File: config.mk
export PLATFORM = sky130hd
export DESIGN_NAME = ikaopll_dac_seq
export DESIGN_NICKNAME = d
export VERILOG_FILES = /design/src/rtl/ikaopll_dac_seq.sv
export SDC_FILE = /design/constraint.sdc
export NUM_CORES = 1
export LEC_CHECK = 0
export ABC_AREA = 1
export ABC_CLOCK_PERIOD_IN_PS = 3500
export CAP_MARGIN = 20
export CELL_PAD_IN_SITES_DETAIL_PLACEMENT = 0
export CELL_PAD_IN_SITES_GLOBAL_PLACEMENT = 1
export CORE_MARGIN = 2
export CORE_UTILIZATION = 46
export DETAILED_ROUTE_END_ITERATION = 7
export PLACE_DENSITY = 0.94
export SYNTH_ARGS = -nofsm -noshare
export SYNTH_HDL_FRONTEND = slang
export SYNTH_SLANG_ARGS = --single-unit
File: constraint.sdc
create_clock -name i_EMUCLK -period 3.5 [get_ports i_EMUCLK]
set_clock_uncertainty 0.05 [all_clocks]
set_input_delay 1.05 -clock i_EMUCLK [delete_from_list [all_inputs] [get_ports i_EMUCLK]]
set_output_delay 1.05 -clock i_EMUCLK [all_outputs]
set_load 0.05 [all_outputs]
File: src/rtl/ikaopll_dac_seq.sv
// ikaopll_dac_seq: DAC slot timing, soft-mute volume ramp and strobe-captured sample FIFO.
module ikaopll_dac_seq #(
    parameter logic [17:0] FM_MASK_MEL = 18'h3232B,
    parameter logic [17:0] FM_MASK_RHY = 18'h32320,
    parameter logic [17:0] RO_MASK_RHY = 18'h0001F,
    parameter int          FIFO_DEPTH  = 4
) (
    input  logic        i_EMUCLK,
    input  logic        i_RST_n,
    input  logic        i_phi1_NCEN_n,
    input  logic        i_RHYTHM_EN,
    input  logic        i_MUTE_REQ,
    input  logic [3:0]  i_TGT_MOVOL,
    input  logic [3:0]  i_TGT_ROVOL,
    output logic        o_CYCLE_00,
    output logic        o_MO_CTRL,
    output logic        o_RO_CTRL,
    output logic        o_DAC_EN,
    output logic [3:0]  o_MOVOL,
    output logic [3:0]  o_ROVOL,
    input  logic        i_ACC_STRB,
    input  logic [15:0] i_ACC_DATA,
    output logic        o_SMPL_VALID,
    input  logic        i_SMPL_READY,
    output logic [15:0] o_SMPL_DATA,
    output logic        o_OVF,
    input  logic        i_OVF_CLR,
    output logic [1:0]  o_STATE
);
    localparam int AW = $clog2(FIFO_DEPTH);

    typedef enum logic [1:0] {MUTED, RAMP, RUN, RAMP_DN} state_t;

    state_t      state, state_nx;
    logic [4:0]  cnt;
    logic        cen, frame, rhy_q, rhy;
    logic [17:0] fm_mask, ro_mask;
    logic [3:0]  mo_nx, ro_nx;
    logic        tgt_eq;
    logic        strb_q, strb_edge, push, pop, full;
    logic [AW-1:0] wp, rp;
    logic [AW:0]   fill;
    logic [15:0]   mem [FIFO_DEPTH];

    function automatic logic [3:0] toward(input logic [3:0] v, input logic [3:0] t);
        return (v < t) ? v + 4'd1 : (v > t) ? v - 4'd1 : v;
    endfunction

    assign cen   = ~i_phi1_NCEN_n;
    assign frame = cen & (cnt == 5'd17);

    // rhythm mode takes effect from slot 0 and is frozen for the rest of the frame
    assign rhy        = (cnt == 5'd0) ? i_RHYTHM_EN : rhy_q;
    assign fm_mask    = rhy ? FM_MASK_RHY : FM_MASK_MEL;
    assign ro_mask    = rhy ? RO_MASK_RHY : '0;
    assign o_CYCLE_00 = (cnt == 5'd0);
    assign o_MO_CTRL  = fm_mask[cnt];
    assign o_RO_CTRL  = ro_mask[cnt];
    assign o_DAC_EN   = (o_MO_CTRL | o_RO_CTRL) & (state != MUTED);
    assign o_STATE    = state;

    always_ff @(posedge i_EMUCLK or negedge i_RST_n) begin
        if (!i_RST_n) begin
            cnt   <= '0;
            rhy_q <= 1'b0;
        end else begin
            if (cen) cnt <= (cnt == 5'd17) ? 5'd0 : cnt + 5'd1;
            if (cnt == 5'd0) rhy_q <= i_RHYTHM_EN;
        end
    end

    assign tgt_eq = (o_MOVOL == i_TGT_MOVOL) && (o_ROVOL == i_TGT_ROVOL);

    always_comb begin
        state_nx = state;
        mo_nx    = o_MOVOL;
        ro_nx    = o_ROVOL;
        case (state)
            MUTED:   state_nx = i_MUTE_REQ ? MUTED : RAMP;
            RAMP: begin
                state_nx = i_MUTE_REQ ? RAMP_DN : tgt_eq ? RUN : RAMP;
                mo_nx    = toward(o_MOVOL, i_TGT_MOVOL);
                ro_nx    = toward(o_ROVOL, i_TGT_ROVOL);
            end
            RUN:     state_nx = i_MUTE_REQ ? RAMP_DN : tgt_eq ? RUN : RAMP;
            RAMP_DN: begin
                state_nx = !i_MUTE_REQ ? RAMP : (o_MOVOL == 4'd0 && o_ROVOL == 4'd0) ? MUTED : RAMP_DN;
                mo_nx    = toward(o_MOVOL, 4'd0);
                ro_nx    = toward(o_ROVOL, 4'd0);
            end
            default: state_nx = MUTED;
        endcase
    end

    always_ff @(posedge i_EMUCLK or negedge i_RST_n) begin
        if (!i_RST_n) begin
            state   <= MUTED;
            o_MOVOL <= '0;
            o_ROVOL <= '0;
        end else if (frame) begin
            state   <= state_nx;
            o_MOVOL <= mo_nx;
            o_ROVOL <= ro_nx;
        end
    end

    // history resets high so a strobe already high at reset release is ignored
    assign strb_edge    = i_ACC_STRB & ~strb_q;
    assign full         = (fill == (AW+1)'(FIFO_DEPTH));
    assign o_SMPL_VALID = (fill != '0);
    assign pop          = o_SMPL_VALID & i_SMPL_READY;
    assign push         = strb_edge & (~full | pop);
    assign o_SMPL_DATA  = mem[rp];

    always_ff @(posedge i_EMUCLK or negedge i_RST_n) begin
        if (!i_RST_n) begin
            strb_q <= 1'b1;
            wp     <= '0;
            rp     <= '0;
            fill   <= '0;
            o_OVF  <= 1'b0;
        end else begin
            strb_q <= i_ACC_STRB;
            if (push) wp <= wp + AW'(1);
            if (pop) rp <= rp + AW'(1);
            fill   <= fill + (AW+1)'(push) - (AW+1)'(pop);
            o_OVF  <= (strb_edge & ~push) ? 1'b1 : i_OVF_CLR ? 1'b0 : o_OVF;
        end
    end

    always_ff @(posedge i_EMUCLK) begin
        if (push) mem[wp] <= i_ACC_DATA;
    end
endmodule
; ---- After elaboration in Yosys (flattened, before gate mapping)
; Memory sizes are Yosys's and may differ from the RTL's.
; Index checks and enable logic that the tools add are counted.
[totals]
ramBits = 64
elab_cells = 93
ff_bits = 25
n_memories = 1
[mem_list]
columns = name, depth, word_bits, rd, rd_ports_with_merged_regs, write_ports, line
row1 = mem, 4, 16, 1, 0, 1, 43  ; logic [15:0] mem [FIFO_DEPTH];
[op_classes]
n_eq_ne = 11
bitwise_logic = 12
n_reduce_logical = 13
mux = 28
add_sub_neg = 9
n_lt_le_gt_ge = 9
[op_table]
columns = op, count
row1 = $mux 4, 9
row2 = $pmux 4 s2, 2
row3 = $ne 3x3->1 const B, 4
row4 = $bmux 1 s5, 2
row5 = $mux 5, 2
row6 = $add 4x1->4 const B, 2
row7 = $eq 4x4->1, 2
row8 = $gt 4x1->1 const B, 2
row9 = $gt 4x4->1, 2
row10 = $logic_not 4->1, 2
row11 = $lt 4x1->1 const B, 2
row12 = $lt 4x4->1, 2
row13 = $mux 1, 8
row14 = $mux 2, 4
row15 = $reduce_and 4->1, 2
row16 = $sub 4x1->4 const B, 2
row17 = $and 1x1->1, 6
row18 = $lt 5x6->1 const B, 1
row19 = $pmux 2 s3, 1
row20 = $reduce_bool 2->1, 3
row21 = $add 5x1->5 const B, 1
row22 = $eq 5x5->1 const B, 1
row23 = $logic_not 5->1, 1
row24 = $add 2x1->2 const B, 2
row25 = 11 further kinds, 17

; ---- Longest topological paths before layout
[depth]
depth_word = 7
ltp_mapped = 12
ltp_nobuf = 12

; ---- Worst setup path after synthesis
; No wires, ideal clock.
[synth_path]
path_kind = reg-to-output
start = register rp[0]
end = output o_SMPL_DATA[11]
path_slack_ns = 0.690
arrival_time_ns = 1.710
path_stages_with_launch = 6
cell_sequence = dfrtp_1 buf_2 inv_1 clkbuf_1 o21ai_0 o22ai_1
[synth_between]
elab_chain_len = 1
[synth_rtl]
columns = element, line
row1 = "start, declared", 41  ; logic [AW-1:0] wp, rp;
row2 = "start signal, assigned", 125  ; if (pop) rp <= rp + AW'(1);
row3 = $mem_v2 4x16, --
row4 = "end, declared", 25  ; output logic [15:0] o_SMPL_DATA,
; No other way between the ends.

; ---- Final worst setup path
[layout_path]
start = input i_RHYTHM_EN
end = output o_DAC_EN
[layout_between]
elab_chain_len = 6
[layout_rtl]
columns = element, line
row1 = "start, declared", 11  ; input logic i_RHYTHM_EN,
row2 = $mux 1 *, --
row3 = $mux 4 or $mux 5 (tied branches), "54, 55"
row4 = "$bmux 1 s5, on equally long branches", "57, 58"
row5 = "$mux 1, on equally long branches", "57, 58"
row6 = $or 1x1->1 *, 59  ; assign o_DAC_EN = (o_MO_CTRL | o_RO_CTRL) & (state != MUTED);
row7 = $and 1x1->1 *, 59
row8 = "end, declared", 18  ; output logic o_DAC_EN,
; Every way passes the cells marked *; elsewhere a longest branch is shown, timed or not. The select of a mux whose other input is x is not followed.

==> metrics.md <==
| Metric | Value |
|---|---|
| Outcome | `finished, final reports clean` |
| Fillers | `776` |
| CP startpoint kind | `input pin` |
| Final hold vios | `0` |
| #FFs+latches synth | `89` |
| Leakage | `0.00220 uW` |
| Power Total | `4750 uW` |
| Post-Syn Area | `0.00433 sq mm` |
| CP arrival | `2.22 ns` |
| Clock Latency Late Sink | `0.34 ns` |
| Final setup violation count | `0` |
| Initial DRC count | `113` |
| H-tree depth | `3` |
| Yosys cell types | `26` |
| F_max | `0.302 GHz` |
| Slew margin rel. | `0.619` |
| Drt first pass iters | `4` |
| Area Growth Syn to Fin | `22.1%` |
| Crit-path max FO | `2` |
| Final worst slack | `0.183 ns` |
| Worst hold start | `o_OVF$_DFFE_PN0P_` |
| Crit Reg-Reg Startpoint | `fill[1]$_DFF_PN0_` |
| Period utilisation layout | `0.948` |
| Gr busiest metal | `met2` |
| Unrepaired setup endpoints after global routing | `false` |
| Synth Net Count | `478` |
| CP Capture Type | `output port` |
| Via count | `3103` |
| Wire length per cell | `13.3 um` |
| Hold WC Path Type | `reg2reg` |
| Mapped Cells | `419` |
| Reg clk slew, reported paths | `0.09 ns` |
| TritonCTS clock tree | `done` |
| Placeable Area | `0.00920 sq mm` |
| Setup_tns | `0 ns` |
| VDD IR max | `0.000712 V` |
| Crit path from | `i_RHYTHM_EN` |
| Tmin final | `3.32 ns` |
| Setup bufs post-CTS | `0` |
| Post-CTS resize count | `0` |
| Remaining antenna violation count | `0` |
| Max-cap violations | `0` |
| Num ports | `64` |
| DRC viols | `0` |
| Met1 Use GR | `0.190` |
| GRT met3 Usage | `0.0388` |
| Cell count after placement | `588` |
| Post-detail-place hpwl | `5720 um` |
| Antenna violations before repair | `0` |
| Clock root buffer | `clkbuf_8` |
| Pins Over Slew Limit | `0` |
| DIE AREA | `0.0102 sq mm` |
| GPL Wtd Cong | `0.820` |
| Fraction of layout cells with a size suffix above 1 | `0.101` |
| Post-CTS Hold Buffers | `0` |
| Worst Max-Slew Pin Slew | `0.571 ns` |
| Min Hold Slack | `0.480 ns` |
| Sequential area share after synthesis | `0.589` |
| Final non-filler cell total | `604` |
| P per Cell Area | `900 mW/mm^2` |
| Synth Warn # | `0` |
| GRT Total Usage | `0.167` |
| WS Path Type | `in2out` |
| Fin nets | `547` |
| Global-route track usage on met2 | `0.304` |
| Max Root-Sink Buffers | `2` |
| First-pass GRT wire length | `13200 um` |
| Row count | `35` |
| Die Wd | `101 um` |
| DP Worst Slack | `0.176 ns` |
| Antenna cells | `0` |
| Worst endpoint required time | `2.40 ns` |
| Die H | `101 um` |
| Largest net degree at the start of global routing | `35` |
| Total wire length | `8040 um` |
| Grt total ovfl | `0` |
| Vias in the first global route | `2917` |
| Total CTS buffers | `9` |
| Sink Count | `89` |
| Drt via density | `5.14` |
| IO Port Bufs | `63` |
| Initial Utilization | `0.470` |
| Mapped Avg Cell Area | `10.3 sq um` |
[sequential cells by signal (all words and copies together) (netlist names)]
name and flops:
mem 64, o_ROVOL 4, o_STATE 2, o_MOVOL 4, cnt 5, o_OVF 1, wp 2, rp 2
rhy_q 1, strb_q 1, fill 3
[power breakdown]
group / internal (uW) / total [uW] / leakage (uW) / switching [uW]
Combinational: 853 / 2540 / 0.00124 / 1690
Sequential: 1340 / 1550 / 0.000877 / 210
Clock: 278 / 660 / 0.0000922 / 383
[through the flow]
stage,cell area (sq um),utilization
6_report,5280,0.574
5_1_grt,5280,0.574
4_1_cts,5280,0.574
3_5_place_dp,5090,0.554
3_3_place_gp,5090,0.554
2_1_floorplan,4330,-
[cell families after synthesis]
group,Yosys count,synth area share
AOI/OAI and AO/OA,77,0.0960
xor gates and xnor gates,12,0.0243
DFF,89,0.589
adders and majority gates,27,0.0798
buffers and inverters,69,0.0602
and+or+nand+nor,145,0.150
[metal layers]
| metal | vias to the layer above | routed length [um] |
|---|---|---|
| li1 | 1556 | - |
| met1 | 1451 | 3220 |
| met2 | 84 | 4310 |
| met3 | 12 | 381 |
| met4 | 0 | 131 |
| met5 | - | 0 |
[placed cells by master, fill, tap and decap left out, drive strengths merged]
cell type / n
dfrtp: 24
nor2: 53
nor3: 1
o32ai: 1
or2: 1
buf: 26
nand3: 26
a21boi: 1
a21oi: 9
a31oi: 1
clkbuf: 9
clkinvlp: 2
inv: 62
xnor2: 5
nand2: 56
xor2: 7
ha: 26
fa: 1
nand4: 8
dfstp: 1
clkdlybuf4s50: 44
o21bai: 1
o21ai: 48
edfxtp: 64
o22ai: 16
[synthesized netlist by cell type, drive strengths merged]
cell | number | area [sq um]
edfxtp | 64 | 1920
o22ai | 16 | 100
nor2 | 53 | 229
clkbuf | 11 | 41.3
o21bai | 1 | 7.51
nand3 | 26 | 130
o32ai | 1 | 8.76
a31oi | 1 | 6.26
nand2 | 56 | 215
ha | 26 | 325
nand4 | 8 | 65.1
a21oi | 9 | 45.0
or2 | 1 | 6.26
dfstp | 1 | 26.3
buf | 1 | 5.00
dfrtp | 24 | 601
a21boi | 1 | 7.51
nor3 | 1 | 5.00
fa | 1 | 20.0
xor2 | 7 | 61.3
xnor2 | 5 | 43.8
inv | 57 | 214
o21ai | 48 | 240
[worst paths after layout]
path / cells after the start / slack, ns / endpoint
setup / recovery: 7 / 0.18 / o_DAC_EN
hold / removal: 2 / 0.48 / o_OVF$_DFFE_PN0P_
setup reg to reg: 7 / 1.55 / fill[2]$_DFF_PN0_
hold reg to reg: 2 / 0.48 / o_OVF$_DFFE_PN0P_
max in group asynchronous: 2 / 2.09 / strb_q$_DFF_PN1_
min in group asynchronous: 2 / 1.01 / cnt[0]$_DFFE_PN0N_
[layout make-up]
| class | instances | area, sq um | area share |
|---|---|---|---|
| inverters | 57 | 214 | 0.0405 |
| clock inverters | 7 | 66.3 | 0.0126 |
| flip-flops and latches | 89 | 2550 | 0.483 |
| clock buffers | 9 | 124 | 0.0235 |
| repair buffers | 70 | 673 | 0.127 |
| well taps | 111 | 139 | 0.0263 |
| multi-input cells | 261 | 1520 | 0.287 |
[worst max-delay path: stages]
cell             delay [ns]
clkdlybuf4s50_1        0.42
or2_1                  0.25
nand3_1                0.13
nand3_1                0.09
nand2_1                0.07
inv_1                  0.06
buf_12                 0.14
Note: power is estimated with default switching activity, not from simulation.
